--- config.mk ---
export PLATFORM = sky130hd
export DESIGN_NAME = bfm_apb2apb_bridge
export DESIGN_NICKNAME = d
export VERILOG_FILES = /design/src/rtl/bfm_apb_pkg.sv /design/src/rtl/bfm_apb_wait_timer.sv /design/src/rtl/bfm_apb2apb_bridge.sv
export SDC_FILE = /design/constraint.sdc
export NUM_CORES = 1
export LEC_CHECK = 0
export ABC_AREA = 1
export CAP_MARGIN = 20
export CORE_ASPECT_RATIO = 0.6
export CORE_MARGIN = 2
export CORE_UTILIZATION = 32
export DETAILED_ROUTE_END_ITERATION = 16
export PLACE_DENSITY = 0.68
export SYNTH_ARGS = -nofsm -noshare
export SYNTH_HDL_FRONTEND = slang
export SYNTH_SLANG_ARGS = --single-unit
--- constraint.sdc ---
create_clock -name PCLK -period 2.4 [get_ports PCLK]
set_clock_uncertainty 0.1 [all_clocks]
set_input_delay 0.24 -clock PCLK [delete_from_list [all_inputs] [get_ports PCLK]]
set_output_delay 0.24 -clock PCLK [all_outputs]
set_load 0.005 [all_outputs]
--- src/rtl/bfm_apb_pkg.sv ---
// Shared types and constants for the BFM APB-to-APB bridge.
// The FSM state encoding and the error-counter helper live here so the top and sub-module agree.
package bfm_apb_pkg;

    localparam int SEL_W    = 4;
    localparam int ERRCNT_W = 8;

    localparam logic [ERRCNT_W-1:0] ERRCNT_MAX = '1;

    typedef enum logic [1:0] {
        IDLE   = 2'd0,
        SETUP  = 2'd1,
        ACCESS = 2'd2,
        RESP   = 2'd3
    } apb_state_t;

    // Saturating increment: the counter sticks at its maximum instead of wrapping.
    function automatic logic [ERRCNT_W-1:0] sat_inc(input logic [ERRCNT_W-1:0] value);
        return (value == ERRCNT_MAX) ? value : value + 1'b1;
    endfunction

endpackage

--- src/rtl/bfm_apb_wait_timer.sv ---
// 16-bit wait-state counter for the ACCESS phase of the bridge.
// expired flags the last allowed wait cycle; it is constant 0 when TIMEOUT is 0.
module bfm_apb_wait_timer #(
    parameter int TIMEOUT = 256
) (
    input  logic PCLK,
    input  logic PRESETN,
    input  logic clear,
    input  logic enable,
    output logic expired
);

    localparam logic [15:0] LAST_WAIT = (TIMEOUT == 0) ? 16'd0 : 16'(TIMEOUT - 1);

    logic [15:0] wait_cnt;

    always_ff @(posedge PCLK or negedge PRESETN) begin
        if (!PRESETN) begin
            wait_cnt <= '0;
        end else if (clear) begin
            wait_cnt <= '0;
        end else if (enable) begin
            wait_cnt <= wait_cnt + 16'd1;
        end
    end

    assign expired = (TIMEOUT != 0) && (wait_cnt == LAST_WAIT);

endmodule

--- src/rtl/bfm_apb2apb_bridge.sv ---
// Single-clock APB-to-APB bridge: one master transfer at a time is re-issued on a decoded slave port,
// with an error response for unmapped selects, a PREADY timeout and a saturating error counter.
module bfm_apb2apb_bridge
    import bfm_apb_pkg::*;
#(
    parameter int TPD     = 1,
    parameter int ADDR_W  = 32,
    parameter int DATA_W  = 32,
    parameter int NSEL    = 16,
    parameter int SEL_LSB = 24,
    parameter int TIMEOUT = 256
) (
    input  logic                PCLK,
    input  logic                PRESETN,

    input  logic                PSEL_PM,
    input  logic [ADDR_W-1:0]   PADDR_PM,
    input  logic                PWRITE_PM,
    input  logic                PENABLE_PM,
    input  logic [DATA_W-1:0]   PWDATA_PM,
    output logic [DATA_W-1:0]   PRDATA_PM,
    output logic                PREADY_PM,
    output logic                PSLVERR_PM,

    output logic [NSEL-1:0]     PSEL_SC,
    output logic [ADDR_W-1:0]   PADDR_SC,
    output logic                PWRITE_SC,
    output logic                PENABLE_SC,
    output logic [DATA_W-1:0]   PWDATA_SC,
    input  logic [DATA_W-1:0]   PRDATA_SC,
    input  logic                PREADY_SC,
    input  logic                PSLVERR_SC,

    output logic [ERRCNT_W-1:0] ERRCNT
);

    // TPD only shapes simulation timing in the BFM library; the registered outputs here carry no delay.
    if (ADDR_W < 8 || ADDR_W > 32 || (DATA_W != 8 && DATA_W != 16 && DATA_W != 32) ||
        NSEL < 1 || NSEL > 16 || SEL_LSB < 0 || SEL_LSB + 3 >= ADDR_W ||
        TIMEOUT < 0 || TIMEOUT > 65535 || TPD < 0) begin : g_bad_params
        $error("bfm_apb2apb_bridge: unsupported parameter combination");
    end

    localparam logic [SEL_W:0] NSEL_LIM = (SEL_W + 1)'(NSEL);

    apb_state_t          state;
    apb_state_t          state_next;

    logic [ADDR_W-1:0]   cap_addr;
    logic [DATA_W-1:0]   cap_wdata;
    logic                cap_write;

    logic                trigger;
    logic [SEL_W-1:0]    in_idx;
    logic                in_mapped;
    logic                expired;

    logic                resp_err_d;
    logic [DATA_W-1:0]   resp_rdata_d;

    logic [ADDR_W-1:0]   pay_addr;
    logic [DATA_W-1:0]   pay_wdata;
    logic                pay_write;
    logic [SEL_W-1:0]    pay_idx;

    logic [NSEL-1:0]     psel_d;
    logic [ADDR_W-1:0]   paddr_d;
    logic                pwrite_d;
    logic                penable_d;
    logic [DATA_W-1:0]   pwdata_d;
    logic [DATA_W-1:0]   prdata_d;
    logic                pready_d;
    logic                pslverr_d;
    logic [ERRCNT_W-1:0] errcnt_d;

    assign trigger   = PSEL_PM && PENABLE_PM;
    assign in_idx    = PADDR_PM[SEL_LSB +: SEL_W];
    assign in_mapped = ({1'b0, in_idx} < NSEL_LIM);

    bfm_apb_wait_timer #(
        .TIMEOUT (TIMEOUT)
    ) u_wait_timer (
        .PCLK    (PCLK),
        .PRESETN (PRESETN),
        .clear   (state == SETUP),
        .enable  ((state == ACCESS) && !PREADY_SC),
        .expired (expired)
    );

    always_ff @(posedge PCLK or negedge PRESETN) begin
        if (!PRESETN) begin
            state <= IDLE;
        end else begin
            state <= state_next;
        end
    end

    // Next state plus the response that accompanies any entry into RESP.
    always_comb begin
        state_next   = state;
        resp_err_d   = 1'b0;
        resp_rdata_d = '0;
        case (state)
            IDLE: begin
                if (trigger) begin
                    if (in_mapped) begin
                        state_next = SETUP;
                    end else begin
                        state_next = RESP;
                        resp_err_d = 1'b1;
                    end
                end
            end
            SETUP: begin
                state_next = ACCESS;
            end
            ACCESS: begin
                if (PREADY_SC) begin
                    state_next   = RESP;
                    resp_rdata_d = PRDATA_SC;
                    resp_err_d   = PSLVERR_SC;
                end else if (expired) begin
                    state_next = RESP;
                    resp_err_d = 1'b1;
                end
            end
            RESP: begin
                state_next = IDLE;
            end
            default: begin
                state_next = IDLE;
            end
        endcase
    end

    always_ff @(posedge PCLK or negedge PRESETN) begin
        if (!PRESETN) begin
            cap_addr  <= '0;
            cap_wdata <= '0;
            cap_write <= 1'b0;
        end else if ((state == IDLE) && trigger) begin
            cap_addr  <= PADDR_PM;
            cap_wdata <= PWDATA_PM;
            cap_write <= PWRITE_PM;
        end
    end

    // Outputs are registered from the upcoming state, so SETUP drives the slave straight from the master bus.
    assign pay_addr  = (state == IDLE) ? PADDR_PM  : cap_addr;
    assign pay_wdata = (state == IDLE) ? PWDATA_PM : cap_wdata;
    assign pay_write = (state == IDLE) ? PWRITE_PM : cap_write;
    assign pay_idx   = pay_addr[SEL_LSB +: SEL_W];

    always_comb begin
        psel_d    = '0;
        paddr_d   = '0;
        pwrite_d  = 1'b0;
        penable_d = 1'b0;
        pwdata_d  = '0;
        prdata_d  = PRDATA_PM;
        pready_d  = 1'b0;
        pslverr_d = 1'b0;
        errcnt_d  = ERRCNT;
        case (state_next)
            SETUP, ACCESS: begin
                for (int i = 0; i < NSEL; i++) begin
                    psel_d[i] = (pay_idx == SEL_W'(i));
                end
                paddr_d   = pay_addr;
                pwrite_d  = pay_write;
                pwdata_d  = pay_wdata;
                penable_d = (state_next == ACCESS);
            end
            RESP: begin
                pready_d  = 1'b1;
                pslverr_d = resp_err_d;
                prdata_d  = resp_rdata_d;
                if (resp_err_d) begin
                    errcnt_d = sat_inc(ERRCNT);
                end
            end
            default: begin
            end
        endcase
    end

    always_ff @(posedge PCLK or negedge PRESETN) begin
        if (!PRESETN) begin
            PSEL_SC    <= '0;
            PADDR_SC   <= '0;
            PWRITE_SC  <= 1'b0;
            PENABLE_SC <= 1'b0;
            PWDATA_SC  <= '0;
            PRDATA_PM  <= '0;
            PREADY_PM  <= 1'b0;
            PSLVERR_PM <= 1'b0;
            ERRCNT     <= '0;
        end else begin
            PSEL_SC    <= psel_d;
            PADDR_SC   <= paddr_d;
            PWRITE_SC  <= pwrite_d;
            PENABLE_SC <= penable_d;
            PWDATA_SC  <= pwdata_d;
            PRDATA_PM  <= prdata_d;
            PREADY_PM  <= pready_d;
            PSLVERR_PM <= pslverr_d;
            ERRCNT     <= errcnt_d;
        end
    end

endmodule

### Word level (Yosys, flattened, before mapping)

Index checks and enable logic that the tools add are counted.

| word-level totals | value |
|---|---|
| output and inout bits | 124 |
| word-level logic and storage cells | 70 |
| flip-flop bits (word level) | 207 |
| input port bits | 103 |

| cells by class | value |
|---|---|
| reductions and logical operators | 9 |
| mux-type cells | 21 |
| add/subtract/negate cells | 2 |
| bitwise logic cells | 1 |
| equality and inequality tests | 23 |

Operators with widths:

| operator | count |
|---|---|
| two-way mux 32 bit | 6 |
| two-way mux 16 bit | 3 |
| == test 4 bit, second input constant | 8 |
| adder 16 x 1 -> 16 bit, second input constant | 1 |
| == test 16 x 8 -> 1 bit, second input constant | 1 |
| == test 4 x 3 -> 1 bit, second input constant | 4 |
| adder 8 x 1 -> 8 bit, second input constant | 1 |
| == test 2 bit, second input constant | 4 |
| == test 4 x 2 -> 1 bit, second input constant | 2 |
| == test 8 bit, second input constant | 1 |
| two-way mux 1 bit | 8 |
| one-hot mux 2 bit (4 select lines) | 1 |
| two-way mux 2 bit | 3 |
| == test 2 x 1 -> 1 bit, second input constant | 2 |
| == test 4 x 1 -> 1 bit, second input constant | 1 |
| logical NOT 4 bit | 1 |
| logical AND 1 bit | 3 |
| AND reduction 3 bit | 1 |
| logical NOT 2 bit | 1 |
| nonzero test 2 bit | 1 |
| OR reduction 2 bit | 1 |
| logical NOT 1 bit | 1 |
| NOT 1 bit | 1 |

### Longest topological paths before layout

Gate-level depths: netlist of run 1.

| logic depth | value |
|---|---|
| depth in word-level cells | 7 |
| mapped depth | 13 |
| gate-level depth less buffers | 13 |

### By module

From an unflattened synthesis of run 1, not the netlist that was laid out.

| second synthesis, totals | value |
|---|---|
| cell total of the unflattened synthesis | 907 |
| area, all modules | 8533.2 um2 |

By module, submodules not included:

| module | instances | seq. area each (um2) | area an instance (um2) | cells an instance |
|---|---|---|---|---|
| bfm_apb2apb_bridge | 1 | 4779.6 | 7608.5 | 780 |
| bfm_apb_wait_timer | 1 | 400.4 | 924.6 | 127 |

### Worst setup path before layout of run 1

OpenSTA, ideal clock, no wires.

| path | value |
|---|---|
| kind | register -> register |
| from | register state[0] |
| to | register PSEL_SC[0] |
| data required time | 2159 ps |
| stages on the path, launching flop included | 11 |
| path slack | 212 ps |
| data arrival time | 1946 ps |
| buffers on the path | 3 |
| period minus slack after synthesis | 2188 ps |
| cell sequence | dfrtp_1 > inv_1 > ha_1 > buf_2 > buf_2 > nand2_1 > nand2_1 > ha_1 > inv_1 > clkbuf_1 > nor3_1 |

| between the ends | value |
|---|---|
| longest elaborated chain between the ends | 6 |
| elaborated cells on any way between the ends | 14 |
| classes of those cells | 5 x eq/ne; 6 x mux; 3 x reduce/logical |

Ends and longest elaborated chain:

| item | RTL line | RTL |
|---|---|---|
| from (decl) | bfm_apb2apb_bridge.sv:46 | `apb_state_t state;` |
| from (signal assigned) | bfm_apb2apb_bridge.sv:94 | `state <= state_next;` |
| two-way mux 2 bit | bfm_apb2apb_bridge.sv:122 | `end else if (expired) begin` |
| two-way mux 2 bit | bfm_apb2apb_bridge.sv:118 | `if (PREADY_SC) begin` |
| one-hot mux 2 bit (4 select lines) | bfm_apb2apb_bridge.sv:103 | `case (state)` |
| == test 2 bit / == test 2 x 1 -> 1 bit (equally long branches) | bfm_apb2apb_bridge.sv:164 | `case (state_next)` |
| OR reduction 2 bit | bfm_apb2apb_bridge.sv:164 |  |
| two-way mux 16 bit * | bfm_apb2apb_bridge.sv:164 |  |
| via psel_d[0] | bfm_apb2apb_bridge.sv:66 | `logic [NSEL-1:0] psel_d;` |
| to (signal assigned) | bfm_apb2apb_bridge.sv:199 | `PSEL_SC <= psel_d;` |
| to (decl) | bfm_apb2apb_bridge.sv:25 | `output logic [NSEL-1:0] PSEL_SC,` |

Mark *: on every way through the listed nets, which the timed path passes. The rest lies on a longest branch.
A chain may end at the register's enable or synchronous reset.

### Worst setup path in the final report of run 1

Ends and elaborated chain as after synthesis.

==> results of run 1 <==
kinds of logic after synthesis:
| group | Yosys count | synth area share |
|---|---|---|
| simple gates | 232 | 0.127 |
| fa+ha+maj | 7 | 0.0104 |
| flops | 207 | 0.617 |
| compound gates | 247 | 0.156 |
| buf+inv | 176 | 0.0826 |
| xor+xnor | 6 | 0.00626 |
critical path, delay by kind of cell (launching register included):
kind / cells / cell delay, ps
compound gates: 1 / 240
simple gates: 3 / 560
fa+ha+maj: 1 / 200
buf+inv: 2 / 550
flops: 1 / 400
sequential cells by signal, indices dropped and copies added (netlist names), 2 cells and up:
register	count
ERRCNT	8
PADDR_SC	32
PRDATA_PM	32
PSEL_SC	16
PWDATA_SC	32
cap_addr	32
cap_wdata	32
state	2
u_wait_timer.wait_cnt	16
cell usage after synthesis (2+ instances only):
master / number
sky130_fd_sc_hd__nor3_1: 7
sky130_fd_sc_hd__dfrtp_1: 207
sky130_fd_sc_hd__nand2_4: 2
sky130_fd_sc_hd__nor3_2: 5
sky130_fd_sc_hd__nor2_1: 29
sky130_fd_sc_hd__nand3_1: 10
sky130_fd_sc_hd__o22ai_1: 32
sky130_fd_sc_hd__o21ai_1: 5
sky130_fd_sc_hd__o21ai_0: 134
sky130_fd_sc_hd__xor2_1: 4
sky130_fd_sc_hd__inv_2: 2
sky130_fd_sc_hd__buf_1: 4
sky130_fd_sc_hd__ha_1: 7
sky130_fd_sc_hd__nand4_1: 11
sky130_fd_sc_hd__a21oi_1: 69
sky130_fd_sc_hd__a31oi_1: 2
sky130_fd_sc_hd__inv_1: 125
sky130_fd_sc_hd__xnor2_1: 2
sky130_fd_sc_hd__nand3_4: 3
sky130_fd_sc_hd__clkbuf_1: 32
sky130_fd_sc_hd__buf_2: 11
sky130_fd_sc_hd__nor2_2: 3
sky130_fd_sc_hd__nor2_8: 2
sky130_fd_sc_hd__nand2_1: 153
per-layer routing:
| metal | up-vias | global-route usage |
|---|---|---|
| li1 | 3269 | - |
| met1 | 3126 | 0.226 |
| met2 | 234 | 0.240 |
| met3 | 29 | 0.0458 |
| met4 | 0 | 0.0288 |
| met5 | - | 0 |
worst max path at each step:
stage / end / slack, ps / cells after the start
3_5_place_dp: PSEL_SC[15]$_DFF_PN0_ / 130 / 12
6_report: PSEL_SC[0]$_DFF_PN0_ / 220 / 7
4_1_cts: PADDR_SC[6]$_DFF_PN0_ / 70 / 11
2_1_floorplan: PSEL_SC[0]$_DFF_PN0_ / 210 / 10
3_3_place_gp: PSEL_SC[2]$_DFF_PN0_ / 210 / 11
5_1_grt: PADDR_SC[6]$_DFF_PN0_ / 30 / 11
cell type report:
cell class | count | area share
flip-flops and latches | 207 | 0.438
multi-input cells | 492 | 0.217
repair buffers | 244 | 0.210
clock buffers | 30 | 0.0498
inverters | 127 | 0.0403
well taps | 352 | 0.0373
clock inverters | 4 | 0.00804
power groups by stage:
stage / logic (mW) / registers (mW) / clock network (mW)
final: 6.03 / 5.28 / 3.33
after global routing: 6.80 / 5.40 / 3.60
after CTS: 6.03 / 5.28 / 3.43
after detailed placement: 6.01 / 5.31 / 0
after global placement: 5.84 / 5.30 / 0
after floorplan: 3.31 / 5.25 / 0
repair_timing:
action	in CTS	in global routing
resized for setup	0	4
hold buffers	1	0
setup endpoints to repair	0	40
endpoints found under the hold margin	72	0
per-stage QoR:
stage	utilization	hold slack (ps)	setup slack, ps	instance area (sq um)
2_1_floorplan	-	-156	212	8390
3_3_place_gp	0.436	243	208	11100
3_5_place_dp	0.436	240	127	11100
4_1_cts	0.463	171	73.2	11800
5_1_grt	0.464	180	34.6	11800
6_report	0.464	197	224	11800
==> metrics.sh, run 1 <==
RUN_STATUS='finished, final reports clean'
SETUP_REPAIR_AFTER_GLOBAL_ROUTING_MISSED_ITS_MARGIN='no'
SYNTHTOPCELLSBYAREA='sky130_fd_sc_hd__dfrtp_1, sky130_fd_sc_hd__o21ai_0, sky130_fd_sc_hd__nand2_1'
SETUP.WORST_PATH.START_CLASS='flip-flop'
SYNTHESIZED_NETS=985
TOTAL_SWITCHING_POWER_mW=5.23
TRITONCTS_CLOCK_TREE='done'
CTS.REPAIR_TIMING.SETUP_BUFFER_COUNT=0
FINALSETUPTNS_PS=0
FILLERINSTANCES=2388
HP-CLASS='in -> reg'
SYNTH_SEQ_CELLS=207
ANT_DIODES=0
POWER.SWITCHING_FRACTION=0.357
COMBPWRFRAC=0.412
CRITPATHMAXFANOUT=48
FLOORPLAN.DIE_AREA_SQ_MM=0.0276
WORST_SETUP_PATH_END_KIND='flip-flop'
CRIT_CHAIN='inv_1 > ha_4 > buf_4 > nand2_1 > o21ai_1 > nand2_1 > nor3_1'
CLK_PIN_SLEW_WORST_PATHS_PS=60
DESIGN_POWER_TOTAL_mW=14.6
FINAL_CELLS=1456
CRITICAL_PATH.MAX_STAGE_DELAY_PS=410
DETAIL_ROUTE.ITER0.VIOLATIONS=513
LAYOUT_COMMON_CELLS='sky130_fd_sc_hd__clkdlybuf4s50_1, sky130_fd_sc_hd__dfrtp_1, sky130_fd_sc_hd__nand2_1'
DETAILED_PLACE_HPWL_MM=14.8
FINAL_NETS=1203
R2R-END='PSEL_SC[0]$_DFF_PN0_'
CTS-HTREE-LEVELS=1
HOLD_PATH_STARTPOINT='PRDATA_SC[4]'
P_SEQ_FRAC=0.360
HOLD_DEPTH=3
DIE_W_UM=213
WORSTPATHARRIVAL_PS=2470
TOTAL_CORE_AREA_SQ_MM=0.0255
DR_WL_MET3_MM=1.89
FIRST_PASS_ITERS=5
HOLD_VIOL=0
AREA_TAKEN_BY_MULTI_INPUT_LOGIC_GATES_SQ_MM=0.00256
PEAKVDDDROP_V=0.000651
POST-ROUTE-DRC-COUNT=0
POST_SYNTH_INST_COUNT=875
SYNTH_AREA_LEADER_CELL='sky130_fd_sc_hd__dfrtp_1'
REGTOREGSETUPSLACK_PS=220
MAX_FREQ_GHz=0.460
SYNTH_EDF_COUNT=0
ROUTED_WIRE_LENGTH_MM=21.6
NUMBER_OF_MAX_CAP_VIOLATIONS=0
SYNTH.TOP_CELL.AREA_SHARE=0.617
SEQ_AREA_SQ_MM=0.00518
ROWS=45
SYNTH_CELL_TYPE_COUNT=38
TRACK_USAGE=0.158
FINALWEIGHTEDCONGESTION=0.816
DETAILROUTE.WIRELENGTH.MET2_MM=9.12
TIMING.FINAL.MAX_SLEW_VIOLATIONS=0
PWR_DENSITY_CELL_mW_PER_MM2=1240
POST_SYNTH_DESIGN_CELL_AREA_SQ_MM=0.00839
PIN_COUNT_OF_THE_BIGGEST_NET_ENTERING_GLOBAL_ROUTING=131
CRITICAL_PATH.STARTPOINT='state[0]$_DFF_PN0_'
YS_WARN_COUNT=0
CTS_MAX_PATH_BUFFERS=3
END_OF_THE_WORST_HOLD_PATH='PRDATA_PM[4]$_DFFE_PN0N_'
CRIT_TYPE='reg -> reg'
AVGROUTEDWIREPERCELL_UM=14.8
VIAS=6658
ACTUAL_SLEW_AT_THE_WORST_MAX_SLEW_PIN_PS=751
CLK-INSERTION-DELAY-LATE_PS=490
MOSTFREQUENTLAYOUTCELL='sky130_fd_sc_hd__clkdlybuf4s50_1'
GRT_PASS1_WL_MM=34.9
FINALSETUPVIOLCOUNT=0
SYNTH_TOP_FLOP_CELL='sky130_fd_sc_hd__dfrtp_1'
P_LEAK_nW=5.46
CTS_ROOT_BUFFER='sky130_fd_sc_hd__clkbuf_16'
INTERNAL_POWER_mW=9.41
TOPROUTINGLAYERUSED='met4'
SLEW_HEADROOM=0.500
ASYNC_FLOP_SHARE=1.00
CTS-BUFFERS-INSERTED=21
FIN_CRIT_SH=0.907
GRT_OVERFLOW_TOTAL=0
WIRELENGTH_MET1_MM=10.2
AREA_GROWTH_SYN_TO_LAYOUT_PCT=40.9
CRITICAL-PATH-SLOWEST-CELL='sky130_fd_sc_hd__buf_4'
R2R_CELLS=7
LAUNCHING_POINT_OF_THE_WORST_REG2REG_PATH='state[0]$_DFF_PN0_'
CTS_SINKS=207
PORT_BUFFERS=226
DP.CELLS=1421
ANTENNA_FOUND_INITIAL=0
IOPINCOUNT=227
GRT_PASS1_VIAS=6669
DIEHEIGHT_UM=129
CRITICAL_PATH.MOST_COMMON_CELL='sky130_fd_sc_hd__nand2_1'
DETAIL_ROUTE.VIAS_PER_CELL=4.57
SYNTHESIZED_AREA_PER_CELL_SQ_UM=9.59
POWER.CLOCK.FRACTION=0.228
DRIVE_GT1_FRAC=0.0679
CP_DATA_REQUIRED_TIME_PS=2700
PART_OF_THE_YOSYS_AREA_USED_FOR_SEQUENTIAL_ELEMENTS=0.617
MIN_PERIOD_PS=2180
DRTANTENNAVIOLNETS=0
INITIAL_UTILIZATION=0.329
Power figures use the tool's default switching activity.
==> inputs of run 2 (changes only) <==
Settings changed: CORE_ASPECT_RATIO 0.6 to 0.7, SLEW_MARGIN from default to 20.
==> metrics.sh, run 2 (same netlist as run 1, synthesis figures left out) <==
RUN_STATUS='finished, final reports clean'  # unchanged
MOSTFREQUENTLAYOUTCELL='sky130_fd_sc_hd__clkdlybuf4s50_1'  # unchanged
FINALSETUPVIOLCOUNT=0  # unchanged
UTILIZATION=0.465  # was 0.464
ROWS=49  # was 45
ROUTED_WIRE_LENGTH_MM=21.4  # was 21.6 mm
FLOORPLAN.DIE_AREA_SQ_MM=0.0276  # about the same
CRITICAL_PATH.MOST_COMMON_CELL='sky130_fd_sc_hd__nand2_1'  # unchanged
SLEW_HEADROOM=0.580  # was 0.500
GRT_PASS1_WL_MM=34.7  # was 34.9 mm
PEAKVDDDROP_V=0.00102  # was 0.000651 V
NUMBER_OF_MAX_CAP_VIOLATIONS=0  # unchanged
CP_DATA_REQUIRED_TIME_PS=2720  # was 2700 ps
DRIVE_GT1_FRAC=0.0781  # was 0.0679
P_LEAK_nW=5.55  # was 5.46 nW
MIN_PERIOD_PS=2230  # was 2180 ps
DIEHEIGHT_UM=139  # was 129 um
FIRST_PASS_ITERS=5  # unchanged
FIN_CRIT_SH=0.928  # was 0.907
ACTUAL_SLEW_AT_THE_WORST_MAX_SLEW_PIN_PS=631  # was 751 ps
ANTENNA_FOUND_INITIAL=1  # was 0
CTS-HTREE-LEVELS=1  # unchanged
DP.CELLS=1402  # was 1,421
HOLD_VIOL=0  # unchanged
TRITONCTS_CLOCK_TREE='done'  # unchanged
CLK-INSERTION-DELAY-LATE_PS=490  # about the same
DIE_W_UM=198  # was 213 um
PWR_DENSITY_CELL_mW_PER_MM2=1270  # was 1240 mW/mm^2
FINALSETUPTNS_PS=0  # unchanged
ANT_DIODES=0  # unchanged
PORT_BUFFERS=226  # unchanged
TOTAL_CORE_AREA_SQ_MM=0.0257  # was 0.0255 sq mm
INITIAL_UTILIZATION=0.326  # was 0.329
IOPINCOUNT=227  # unchanged
FINALWEIGHTEDCONGESTION=0.782  # was 0.816
CLK_PIN_SLEW_WORST_PATHS_PS=60  # about the same
MAX_FREQ_GHz=0.449  # was 0.460 GHz
CRIT_CHAIN='ha_1 > nand3_4 > nor2_8 > nand2_1 > nand2_1 > nand3_2 > nand2_1 > ha_4 > clkinvlp_4 > nor2_1 > nand2_1 > nor2_1'  # was inv_1 > ha_4 > buf_4 > nand2_1 > o21ai_1 > nand2_1 > nor3_1
TIMING.FINAL.MAX_SLEW_VIOLATIONS=0  # unchanged
CTS_SINKS=207  # unchanged
GRT_PASS1_VIAS=6616  # was 6,669
DETAILED_PLACE_HPWL_MM=14.6  # was 14.8 mm
CTS_ROOT_BUFFER='sky130_fd_sc_hd__clkbuf_16'  # unchanged
CTS-BUFFERS-INSERTED=22  # was 21
TRACK_USAGE=0.154  # was 0.158
SETUP.WORST_PATH.START_CLASS='flip-flop'  # unchanged
CRIT_TYPE='reg -> reg'  # unchanged
CRITICAL-PATH-SLOWEST-CELL='sky130_fd_sc_hd__dfrtp_1'  # was sky130_fd_sc_hd__buf_4
VIAS=6650  # was 6,658
HOLD_SLACK_PS=195  # was 197 ps
CTS_MAX_PATH_BUFFERS=3  # unchanged
GRT_OVERFLOW_TOTAL=0  # unchanged
CRITICAL_PATH.MAX_STAGE_DELAY_PS=390  # was 410 ps
HP-CLASS='in -> reg'  # unchanged
AREA_GROWTH_SYN_TO_LAYOUT_PCT=42.6  # was 40.9%
PIN_COUNT_OF_THE_BIGGEST_NET_ENTERING_GLOBAL_ROUTING=93  # was 131
LAYOUT_COMMON_CELLS='sky130_fd_sc_hd__clkdlybuf4s50_1, sky130_fd_sc_hd__dfrtp_1, sky130_fd_sc_hd__nand2_1'  # unchanged
FILLERINSTANCES=2410  # was 2,388
CRITPATHMAXFANOUT=7  # was 48
AVGROUTEDWIREPERCELL_UM=14.8  # about the same
WORSTPATHARRIVAL_PS=2550  # was 2470 ps
DETAIL_ROUTE.VIAS_PER_CELL=4.60  # was 4.57
FINAL_CELLS=1445  # was 1,456
POST-ROUTE-DRC-COUNT=0  # unchanged
SETUP_REPAIR_AFTER_GLOBAL_ROUTING_MISSED_ITS_MARGIN='no'  # unchanged
DETAIL_ROUTE.ITER0.VIOLATIONS=365  # was 513
DESIGN_POWER_TOTAL_mW=15.2  # was 14.6 mW
FINAL_NETS=1208  # was 1,203
WORST_SETUP_PATH_END_KIND='flip-flop'  # unchanged
DRTANTENNAVIOLNETS=0  # unchanged
run 2: cell count changes in the layout (fill, tap and decap cells not counted):
cell                         change
sky130_fd_sc_hd__clkinv_2        +5
sky130_fd_sc_hd__inv_1           -1
sky130_fd_sc_hd__buf_4           +1
sky130_fd_sc_hd__clkbuf_16       +2
sky130_fd_sc_hd__ha_2            -1
sky130_fd_sc_hd__clkinvlp_4      +1
sky130_fd_sc_hd__buf_12          +3
sky130_fd_sc_hd__bufinv_16       +1
sky130_fd_sc_hd__nor2_2          -1
sky130_fd_sc_hd__ha_1            +1
sky130_fd_sc_hd__clkinv_4        +1
sky130_fd_sc_hd__nor2_1          +1
sky130_fd_sc_hd__clkbuf_1        -3
run 2: final cells by class:
cell class	count	area [sq um]	area share
tap	331	414	0.0346
sequential	207	5180	0.433
timing repair buffer	248	2550	0.213
multi-input combinational	492	2560	0.214
clock buffer	29	628	0.0525
inverter	127	480	0.0402
clock inverter	11	159	0.0133
run 2: final timing paths:
kind / startpoint / to / slack [ps] / cells after the start
max: u_wait_timer.wait_cnt[0]$_DFFE_PN0P_ / PSEL_SC[12]$_DFF_PN0_ / 170 / 12
min: PADDR_PM[2] / PADDR_SC[2]$_DFF_PN0_ / 200 / 3
max reg2reg: u_wait_timer.wait_cnt[0]$_DFFE_PN0P_ / PSEL_SC[12]$_DFF_PN0_ / 170 / 12
min reg2reg: cap_wdata[11]$_DFFE_PN0P_ / cap_wdata[11]$_DFFE_PN0P_ / 380 / 2
max in group asynchronous: PRESETN / cap_wdata[9]$_DFFE_PN0P_ / 1280 / 3
min in group asynchronous: PRESETN / PADDR_SC[25]$_DFF_PN0_ / 240 / 2
run 2: report_power, final:
| group | internal, mW | switching, mW |
|---|---|---|
| Combinational | 2.84 | 3.49 |
| Sequential | 4.73 | 0.525 |
| Clock | 2.27 | 1.37 |
run 2: worst max-delay path: cells and delay by family, from the launching register on:
kind | cells | cell delay, ps
fa+ha+maj | 2 | 610
flops | 1 | 390
buf+inv | 1 | 160
simple gates | 9 | 880
run 2: routing by layer:
metal,wire [um],GRT usage
met2,9080,0.232
met5,13,0
met3,1430,0.0359
met1,10500,0.227
met4,400,0.0328
run 2: repair_timing:
action | 4_1_cts | 5_1_grt
endpoints found under the hold margin | 67 | 0
buffers inserted | 0 | 2
hold buffers | 1 | 0
setup endpoints to repair | 0 | 10
gates resized for setup | 0 | 3
run 2: metrics by stage:
| step | worst slack (ps) | instance area [sq um] |
|---|---|---|
| detailed placement | 116 | 11100 |
| floorplan | 212 | 8390 |
| global route | 1.86 | 12000 |
| finish | 174 | 12000 |
| CTS | 83.6 | 11900 |
| global placement | 133 | 11100 |
